`src/rtl/onehot_encoder_fifo.sv`:
```
// One-hot to binary encoder feeding a first-word-fall-through FIFO, with a saturating reject counter.
// Optional macro ONEHOT_ENC_PRIORITY_EN: multi-bit words are encoded by highest set bit and flagged.
module onehot_encoder_fifo #(
    parameter int unsigned DEPTH = 4,
    parameter int unsigned ERRW  = 8
) (
    input  logic                    clk,
    input  logic                    rst_n,
    input  logic [7:0]              in_onehot,
    input  logic                    in_valid,
    output logic                    in_ready,
    output logic [2:0]              out_code,
    output logic                    out_multi,
    output logic                    out_valid,
    input  logic                    out_ready,
    output logic [$clog2(DEPTH):0]  level,
    output logic [ERRW-1:0]         err_cnt,
    output logic                    err_sticky,
    input  logic                    err_clr
);

    localparam int unsigned PW = $clog2(DEPTH);
    localparam int unsigned LW = PW + 1;
    localparam logic [ERRW-1:0] ERR_MAX = '1;

    logic [PW-1:0]   wr_ptr_q, wr_ptr_d;
    logic [PW-1:0]   rd_ptr_q, rd_ptr_d;
    logic [LW-1:0]   level_q, level_d;
    logic [ERRW-1:0] err_cnt_q, err_cnt_d;
    logic            err_sticky_q, err_sticky_d;
    logic [2:0]      code_mem_q [DEPTH];

    logic [2:0] hi_idx;
    logic       is_zero;
    logic       is_single;
    logic       encodable;
    logic       accept;
    logic       push;
    logic       pop;
    logic       err_evt;

    // Highest set bit; for a one-hot word this is its index.
    always_comb begin
        hi_idx = 3'd0;
        for (int i = 0; i < 8; i++) begin
            if (in_onehot[i]) hi_idx = 3'(i);
        end
    end

    assign is_zero   = (in_onehot == 8'h00);
    assign is_single = !is_zero && ((in_onehot & (in_onehot - 8'd1)) == 8'h00);

`ifdef ONEHOT_ENC_PRIORITY_EN
    assign encodable = !is_zero;
`else
    assign encodable = is_single;
`endif

    assign in_ready  = (level_q != LW'(DEPTH));
    assign out_valid = (level_q != LW'(0));
    assign accept    = in_valid && in_ready;
    assign push      = accept && encodable;
    assign pop       = out_valid && out_ready;
    assign err_evt   = accept && !encodable;

    // Next-state for pointers, occupancy and error tracking.
    always_comb begin
        wr_ptr_d     = wr_ptr_q;
        rd_ptr_d     = rd_ptr_q;
        level_d      = level_q;
        err_cnt_d    = err_cnt_q;
        err_sticky_d = err_sticky_q;
        if (push) wr_ptr_d = wr_ptr_q + PW'(1);
        if (pop)  rd_ptr_d = rd_ptr_q + PW'(1);
        if (push && !pop) begin
            level_d = level_q + LW'(1);
        end else if (pop && !push) begin
            level_d = level_q - LW'(1);
        end
        // Clear wins over an error arriving in the same cycle.
        if (err_clr) begin
            err_cnt_d    = '0;
            err_sticky_d = 1'b0;
        end else if (err_evt) begin
            err_sticky_d = 1'b1;
            if (err_cnt_q != ERR_MAX) err_cnt_d = err_cnt_q + ERRW'(1);
        end
    end

    always_ff @(posedge clk or negedge rst_n) begin
        if (!rst_n) begin
            wr_ptr_q     <= '0;
            rd_ptr_q     <= '0;
            level_q      <= '0;
            err_cnt_q    <= '0;
            err_sticky_q <= 1'b0;
        end else begin
            wr_ptr_q     <= wr_ptr_d;
            rd_ptr_q     <= rd_ptr_d;
            level_q      <= level_d;
            err_cnt_q    <= err_cnt_d;
            err_sticky_q <= err_sticky_d;
        end
    end

    // Storage is reset so the head reads 0 out of reset.
    always_ff @(posedge clk or negedge rst_n) begin
        if (!rst_n) begin
            for (int i = 0; i < DEPTH; i++) code_mem_q[i] <= 3'd0;
        end else if (push) begin
            code_mem_q[wr_ptr_q] <= hi_idx;
        end
    end

`ifdef ONEHOT_ENC_PRIORITY_EN
    logic multi_mem_q [DEPTH];

    always_ff @(posedge clk or negedge rst_n) begin
        if (!rst_n) begin
            for (int i = 0; i < DEPTH; i++) multi_mem_q[i] <= 1'b0;
        end else if (push) begin
            multi_mem_q[wr_ptr_q] <= !is_single;
        end
    end

    assign out_multi = multi_mem_q[rd_ptr_q];
`else
    assign out_multi = 1'b0;
`endif

    assign out_code   = code_mem_q[rd_ptr_q];
    assign level      = level_q;
    assign err_cnt    = err_cnt_q;
    assign err_sticky = err_sticky_q;

endmodule

```
`config.mk`:
```
export PLATFORM = sky130hd
export DESIGN_NAME = onehot_encoder_fifo
export DESIGN_NICKNAME = d
export VERILOG_FILES = /design/src/rtl/onehot_encoder_fifo.sv
export SDC_FILE = /design/constraint.sdc
export NUM_CORES = 1
export LEC_CHECK = 0
export ABC_AREA = 1
export CAP_MARGIN = 20
export CORE_MARGIN = 3
export CORE_UTILIZATION = 50
export CTS_BUF_LIST = sky130_fd_sc_hd__clkbuf_16
export CTS_CLUSTER_DIAMETER = 120
export DETAILED_ROUTE_END_ITERATION = 6
export GPL_TIMING_DRIVEN = 0
export PLACE_DENSITY_LB_ADDON = 0.25
export SYNTH_ARGS = -nofsm -noshare
export SYNTH_HDL_FRONTEND = slang
export SYNTH_SLANG_ARGS = --single-unit
```
`constraint.sdc`:
```
create_clock -name clk -period 3 [get_ports clk]
set_clock_uncertainty 0.2 [all_clocks]
set_input_delay 0.6 -clock clk [delete_from_list [all_inputs] [get_ports clk]]
set_output_delay 0.6 -clock clk [all_outputs]
set_load 0.005 [all_outputs]
```
==> impl_metrics.ini, run 1 <==
[detailed_routing]
dr.pass1.iters = 4
routed_wl_mm = 3.223
final_antenna_net_count = 0
vias = 1462
vias_per_cell = 5.094
drt_iter0_markers = 49
drc = 0
wl_per_cell_microns = 11.23

[cells_and_area]
fin_nets = 266
area_growth_pct = 30.30
final_layout_size_suffix_gt1_share_pct = 10.20
final_util_pct = 72.35
diodes = 0

[timing]
min_period_over_period_pct = 95.39
fin_ws_ns = 0.1384
tightest_slew_ns = 0.6185
slew_headroom_pct = 58.41
holdWs_ns = 0.2684
max_clock_freq_mhz = 349.5
finalMaxSlewViolations = 0
setup_violations = 0
fin_tns_setup_ns = 0
rsz0062_at_grt = no
hold_viol_final = 0
min_period_ns = 2.862

[yosys]
seq_area_frac_synth_pct = 43.51
syn_area_per_cell_sq_um = 7.705
yosys_warnings = 0
synth_edf_count = 0
synth_cell_type_count = 26
synth_ff_type = dfrtp_1
synthCells = 209
synth-seq-cells = 28
async_flop_share_pct = 100.0
syn-cell-area_sq_um = 1610
syn-num-nets = 229

[global_route]
met2_usage_pct = 26.36
overflow = 0
busiest_layer = met2
grt_usage_pct = 17.47
grt_pass1_vias = 1321
antenna_found_initial = 0
grt_max_degree = 20
grtUsageMet1_pct = 23.68
use_met3_pct = 3.058
grt_pass1_wl_mm = 5.637

[critical_path]
cp_num_buf_inv = 3
criticalPathCategory = in2reg
worstPathArrival_ns = 2.81
setup.worst_path.start_class = primary input
r2r-end = level[2]
max_stage_delay_ns = 0.45
cp_top_family = simple AND/OR/NAND/NOR gates
path_max_fanout = 5
end_kind = flip-flop
r2r_slack_ns = 0.78
r2r_cells = 11
worstPathRequired_ns = 2.94
cp_slowest_cell = clkdlybuf4s50_1
r2r_start = level[0]
cp_cell_sequence = clkdlybuf4s50_1 -> nor2_2 -> nand2_2 -> nand2_1 -> nand2_1 -> nor2_2 -> nand3_2 -> nor2_4 -> buf_6 -> ha_1 -> inv_1 -> fa_1 -> a21oi_1 -> o21ai_1 -> xor2_1

[clocking]
cts.clk_slew.worst_paths_ns = 0.06
cts_buffers = 3
insertion_delay_ns = 0.26
clock-sinks = 28
cts_root_buf = clkbuf_16
cts_tree = done
htreeDepth = 1
cts_max_path_buffers = 2

[min_path]
min_to = code_mem_q[7]
hold_path_class = reg2reg
whs_path_depth = 2
hold_start = code_mem_q[7]

[placed_design]
dp_hpwl_mm = 2.490
post-place-ws_ns = -0.2783
io_buffers = 28
gp_congestion = 0.7562

[die]
initial_core_util_pct = 55.52
io_pins = 31
dieArea_sq_um = 3938
core_sq_um = 2900
rows = 19
die_w_microns = 62.75
dieHeight_microns = 62.75

[run_status]
status = finished clean

[flow_run]
cap_violations = 0

[power]
power_leakage_uw = 0.001055
power.density_nw_per_um2 = 606.6
ir_drop_mv = 0.2774
## synth_stat cells, types with 2 or more instances
cell type,number,share of area (%)
a21oi_1,7,2.2
buf_4,2,0.93
dfrtp_1,28,44
ha_1,6,4.7
inv_1,16,3.7
nand2_1,58,14
nand2_2,6,2.3
nand3_1,25,7.8
nand3_2,2,1.2
nor2_1,25,5.8
nor2_2,4,1.6
nor3b_1,2,0.93
o21ai_0,8,2.5
o21ai_1,2,0.62
o22ai_1,3,1.2
xnor2_1,2,1.1
xor2_1,4,2.2
## worst min-delay path: cells and delay by family, from the launching register on
family	cells	cell delay (ns)
DFF	1	0.34
and+or+nand+nor	2	0.09
## stage by stage
| stage | std cells | instance area, sq um | power [uW] |
|---|---|---|---|
| after global placement | 279 | 1943 | 965.5 |
| final | 287 | 2098 | 1273 |
| after CTS | 284 | 2049 | 1286 |
| after floorplan | 209 | 1610 | 757.0 |
| after detailed placement | 280 | 1971 | 981.1 |
| after global routing | 287 | 2098 | 1373 |
## power by group
part | switching (uW) | internal (uW) | total [uW]
combinational | 219 | 241 | 460
sequential | 71.2 | 444 | 515
clock | 119 | 179 | 298
total | 410 | 863 | 1270
## cells in the final DEF (no fill, tap or decap), types with 2 or more instances in the layout
cell,instances
a21oi_1,7
buf_4,4
nor3b_1,2
clkdlybuf4s50_1,24
nand3_1,25
clkbuf_16,3
buf_6,2
ha_1,6
nor2_1,23
nand2_1,57
o21ai_0,7
o21ai_1,3
nand3_2,2
o22ai_1,3
xnor2_1,2
dfrtp_1,28
inv_1,16
nand2_2,7
clkinv_1,2
nor2_2,5
dlymetal6s2s_1,4
xor2_1,4
## per-layer routing
metal  vias to the layer above  wire, microns
met5                         -              0
met4                         0             61
met3                         5            146
met2                        38           1423
met1                       670           1591
li1                        749              -
## timing repair
item,CTS,global route
endpoints found under the setup margin,0,1
hold buffers,0,0
resized for setup,0,10
buffers inserted,0,3
## flip-flops by register name, summed over array words and instances, names as in the netlist
| register | cells |
|---|---|
| code_mem_q | 12 |
| err_cnt | 8 |
| err_sticky | 1 |
| level | 3 |
| rd_ptr_q | 2 |
| wr_ptr_q | 2 |
## worst max path at each step
stage | slack (ns) | startpoint | depth (start not counted) | end
after floorplan | 0.38 | in_onehot[2] | 14 | level[2]
after global placement | -0.24 | in_onehot[2] | 15 | level[2]
after detailed placement | -0.28 | in_onehot[2] | 15 | level[2]
after CTS | 0.01 | in_onehot[2] | 15 | level[2]
after global routing | 0.003 | in_onehot[2] | 15 | level[2]
final | 0.14 | in_onehot[2] | 15 | level[2]
## area by class of cell
| cell class | count | area, sq um |
|---|---|---|
| flip-flops and latches | 28 | 700.7 |
| repair buffers | 32 | 340.3 |
| clock buffers | 3 | 75.07 |
| multi-input cells | 160 | 828.3 |
| fillers | 246 | 802.0 |
| clock inverters | 1 | 3.754 |
| inverters | 17 | 63.81 |
| plain buffers | 4 | 33.78 |
| well taps | 42 | 52.55 |
## logic make-up after synthesis
logic type	after synthesis	synth area share, %
compound gates	22	7.382
xor+xnor	6	3.263
fa+ha+maj	7	5.905
buf+inv	21	5.827
flops	28	43.51
other cells	1	0.2329
simple gates	124	33.88
Note: power is estimated with default switching activity, not from simulation.
==> run 2, diff against run 1 <==
--- a/config.mk
+++ b/config.mk
@@ -8,7 +8,7 @@
 export ABC_AREA = 1
 export CAP_MARGIN = 20
 export CORE_MARGIN = 3
-export CORE_UTILIZATION = 50
+export CORE_UTILIZATION = 46
 export CTS_BUF_LIST = sky130_fd_sc_hd__clkbuf_16
 export CTS_CLUSTER_DIAMETER = 120
 export DETAILED_ROUTE_END_ITERATION = 6
==> constraint.sdc (replaced) <==
create_clock -name clk -period 2.45 [get_ports clk]
set_clock_uncertainty 0.2 [all_clocks]
set_input_delay 0.49 -clock clk [delete_from_list [all_inputs] [get_ports clk]]
set_output_delay 0.49 -clock clk [all_outputs]
set_load 0.005 [all_outputs]
==> impl_metrics.ini, run 2 (synthesis results as in run 1) <==
[min_path]
hold_start = code_mem_q[0]
min_to = code_mem_q[0]
whs_path_depth = 2
hold_path_class = reg2reg

[global_route]
antenna_found_initial = 0
grt_usage_pct = 18.27
grt_pass1_wl_mm = 6.030
overflow = 0
use_met3_pct = 2.735
busiest_layer = met2
grt_pass1_vias = 1347
met2_usage_pct = 27.56
grtUsageMet1_pct = 26.40
grt_max_degree = 20

[timing]
max_clock_freq_mhz = 427.8
hold_viol_final = 0
holdWs_ns = 0.2790
slew_headroom_pct = 62.01
tightest_slew_ns = 0.5651
min_period_ns = 2.337
finalMaxSlewViolations = 0
min_period_over_period_pct = 95.41
fin_tns_setup_ns = 0
rsz0062_at_grt = no
setup_violations = 0

[die]
rows = 20
dieHeight_microns = 65.17
io_pins = 31
die_w_microns = 65.17
dieArea_sq_um = 4246
core_sq_um = 3203
initial_core_util_pct = 50.27

[critical_path]
path_max_fanout = 4
worstPathArrival_ns = 2.29
r2r-end = level[2]
worstPathRequired_ns = 2.40
criticalPathCategory = in2reg
r2r_slack_ns = 0.30
r2r_start = level[0]
r2r_cells = 10
setup.worst_path.start_class = primary input
end_kind = flip-flop

[cells_and_area]
largest_register_ffs = 12
diodes = 0
final_cell_mix = nand2_1, dfrtp_1, nand3_1
area_growth_pct = 32.32
fin_cells = 293
final_common_cell = nand2_1
final_layout_size_suffix_gt1_share_pct = 17.27
regMostFlops = code_mem_q
fin_nets = 270
stdcell_area_sq_um = 2131

[clocking]
cts_tree = done
cts.clk_slew.worst_paths_ns = 0.07
cts_max_path_buffers = 2
insertion_delay_ns = 0.26
htreeDepth = 1
cts_buffers = 3
clock-sinks = 28
cts_root_buf = clkbuf_16

[flow_run]
cap_violations = 0

[power]
power_leakage_uw = 0.001049
ir_drop_mv = 0.3162
p_total_uw = 1685
power.density_nw_per_um2 = 790.6

[detailed_routing]
wl_per_cell_microns = 11.52
vias = 1441
vias_per_cell = 4.918
drc = 0
drt_iter0_markers = 65
routed_wl_mm = 3.374
dr.pass1.iters = 4
final_antenna_net_count = 0

[placed_design]
dp.cells = 282
place_area_sq_um = 1989
gp_congestion = 0.8044
dp_hpwl_mm = 2.492
io_buffers = 28

[run_status]
status = finished clean
[run 2: cell count changes in the layout (fill, tap and decap cells not counted), sizes merged]
cell,delta
clkbuf,+7
buf,+4
clkdlybuf4s50,-4
dlymetal6s2s,-4
bufinv,+1
clkinv,-1
dlygate4sd2,+1
[run 2: timing repair]
action,CTS,global route
gates resized for setup,14,17
cloned,0,0
hold buffers,0,0
pin swaps,9,14
setup buffers,5,3
hold endpoints to repair,0,0
setup endpoints to repair,2,4
[run 2: area by class of cell]
type                    instances  area, sq um
clock buffers                   3        75.07
flip-flops and latches         28        700.7
multi-input cells             160        852.1
inverters                      17        63.81
plain buffers                   3        22.52
repair buffers                 37        331.6
well taps                      44        55.05
clock inverters                 1        30.03
fillers                       303         1072
[run 2: metrics by stage]
step,util [%],setup WS (ns)
after global placement,61.25,-0.5913
after global routing,66.52,0.01615
after floorplan,-,0.002365
after CTS,66.52,0.01691
final,66.52,0.1125
after detailed placement,62.11,-0.6397
[run 2: worst max path at each step]
stage / slack, ns / start / end
3_3_place_gp: -0.59 / in_onehot[2] / level[2]
5_1_grt: 0.02 / in_onehot[6] / level[2]
6_report: 0.11 / in_onehot[6] / level[2]
2_1_floorplan: 0.002 / in_onehot[1] / level[2]
4_1_cts: 0.02 / in_onehot[7] / level[2]
3_5_place_dp: -0.64 / in_onehot[2] / level[2]
[run 2: per-layer routing]
metal,vias up,share of wire [%]
met1,652,52
met5,-,0
met4,0,1.5
li1,752,-
met3,5,3.6
met2,32,43
[run 2: where the power goes]
group | internal, uW | switching [uW]
Sequential | 543 | 89.4
Combinational | 300 | 270
Clock | 325 | 157
[run 2: critical path: stages]
cell	delay, ns
dlygate4sd2_1	0.25
inv_2	0.07
nand2_1	0.06
nand2_1	0.05
nand2_1	0.06
nor2_2	0.11
nand3_2	0.09
nor2_4	0.17
ha_4	0.14
inv_2	0.05
fa_2	0.36
a21oi_2	0.13
o21ai_1	0.08
xor2_1	0.16
==> run 3, diff against run 2 <==
--- a/config.mk
+++ b/config.mk
@@ -6,7 +6,7 @@
 export NUM_CORES = 1
 export LEC_CHECK = 0
 export ABC_AREA = 1
-export CAP_MARGIN = 20
+export CAP_MARGIN = 30
 export CORE_MARGIN = 3
 export CORE_UTILIZATION = 46
 export CTS_BUF_LIST = sky130_fd_sc_hd__clkbuf_16
==> impl_metrics.ini, run 3 (synthesis results as in run 1) <==
[run_status]
status = finished clean

[critical_path]
worstPathArrival_ns = 2.29
path_max_fanout = 4
criticalPathCategory = in2reg
worstPathRequired_ns = 2.40
setup.worst_path.start_class = primary input
end_kind = flip-flop

[detailed_routing]
final_antenna_net_count = 0
routed_wl_mm = 3.374
vias_per_cell = 4.918
wl_per_cell_microns = 11.52
drc = 0
dr.pass1.iters = 4
vias = 1441
drt_iter0_markers = 65

[placed_design]
dp_hpwl_mm = 2.492
gp_congestion = 0.8044
io_buffers = 28
place_area_sq_um = 1989

[clocking]
insertion_delay_ns = 0.26
htreeDepth = 1
cts_max_path_buffers = 2
cts_root_buf = clkbuf_16
cts.clk_slew.worst_paths_ns = 0.07
clock-sinks = 28
cts_tree = done
cts_buffers = 3

[global_route]
antenna_found_initial = 0
grt_max_degree = 20
grt_usage_pct = 18.27
overflow = 0
grt_pass1_wl_mm = 6.030
grt_pass1_vias = 1347

[cells_and_area]
final_cell_mix = nand2_1, dfrtp_1, nand3_1
largest_register_ffs = 12
diodes = 0
stdcell_area_sq_um = 2131
final_common_cell = nand2_1
final_layout_size_suffix_gt1_share_pct = 17.27
fin_nets = 270
final_util_pct = 66.52
regMostFlops = code_mem_q
area_growth_pct = 32.32

[die]
rows = 20
dieHeight_microns = 65.17
core_sq_um = 3203
initial_core_util_pct = 50.27
die_w_microns = 65.17
dieArea_sq_um = 4246
io_pins = 31

[timing]
min_period_over_period_pct = 95.41
holdWs_ns = 0.2790
max_clock_freq_mhz = 427.8
tightest_slew_ns = 0.5651
slew_headroom_pct = 62.01
rsz0062_at_grt = no
finalMaxSlewViolations = 0
setup_violations = 0
hold_viol_final = 0
min_period_ns = 2.337

[power]
power_frac_clock_pct = 28.6
swShare_pct = 30.63
power_frac_seq_pct = 37.6
ir_drop_mv = 0.3162
power.switching_uw = 516.0
power_leakage_uw = 0.001049
internal-power_uw = 1169
power.density_nw_per_um2 = 790.6
share_comb_of_total_power_pct = 33.8

[min_path]
hold_path_class = reg2reg

[flow_run]
cap_violations = 0
-- run 3: cell counts in the layout (fill, tap and decap cells not counted) --
Identical to the previous run, type by type.
-- run 3: critical path: stages --
cell and delay, ns:
dlygate4sd2_1 0.25, inv_2 0.07, nand2_1 0.06, nand2_1 0.05, nand2_1 0.06, nor2_2 0.11, nand3_2 0.09, nor2_4 0.17
ha_4 0.14, inv_2 0.05, fa_2 0.36, a21oi_2 0.13, o21ai_1 0.08, xor2_1 0.16
-- run 3: final timing paths --
| kind | depth (start not counted) | end | startpoint | slack (ns) |
|---|---|---|---|---|
| max in group asynchronous | 2 | err_sticky | rst_n | 1.18 |
| min in group asynchronous | 1 | level[1] | rst_n | 0.38 |
| setup / recovery | 14 | level[2] | in_onehot[6] | 0.11 |
| setup reg to reg | 10 | level[2] | level[0] | 0.30 |
| hold / removal | 2 | code_mem_q[0] | code_mem_q[0] | 0.28 |
| hold reg to reg | 2 | code_mem_q[0] | code_mem_q[0] | 0.28 |
-- run 3: routing by layer --
metal  wire, microns  GRT usage (%)  vias to the layer above
met5               0              0                        -
met4              51          6.995                        0
met3             121          2.735                        5
met2            1453          27.56                       32
met1            1748          26.40                      652
li1                -              -                      752
-- run 3: power by group through the flow --
stage                     Clock (uW)  Sequential [uW]  Combinational (uW)
after floorplan                    0              629                 304
after global placement             0              641                 541
after detailed placement           0              644                 561
after CTS                        487              634                 563
after global routing             516              652                 652
final                            482              633                 570
-- run 3: area by class of cell --
cell class / instances / area (sq um)
fillers: 303 / 1072
clock inverters: 1 / 30.03
multi-input cells: 160 / 852.1
clock buffers: 3 / 75.07
flip-flops and latches: 28 / 700.7
plain buffers: 3 / 22.52
repair buffers: 37 / 331.6
inverters: 17 / 63.81
well taps: 44 / 55.05
-- run 3: metrics by stage --
stage | setup TNS (ns) | instances | setup WS, ns | total power, uW
floorplan | 0 | 209 | 0.002365 | 932.5
global placement | -1.199 | 281 | -0.5913 | 1182
detailed placement | -1.323 | 282 | -0.6397 | 1205
CTS | 0 | 291 | 0.01691 | 1685
global route | 0 | 293 | 0.01615 | 1819
finish | 0 | 293 | 0.1125 | 1685
-- run 3: repair_timing --
action	in CTS	in global routing
buffers inserted	5	3
gates resized for setup	14	17
pin swaps	9	14
hold buffers	0	0
cloned	0	0
setup endpoints to repair	2	4
endpoints found under the hold margin	0	0
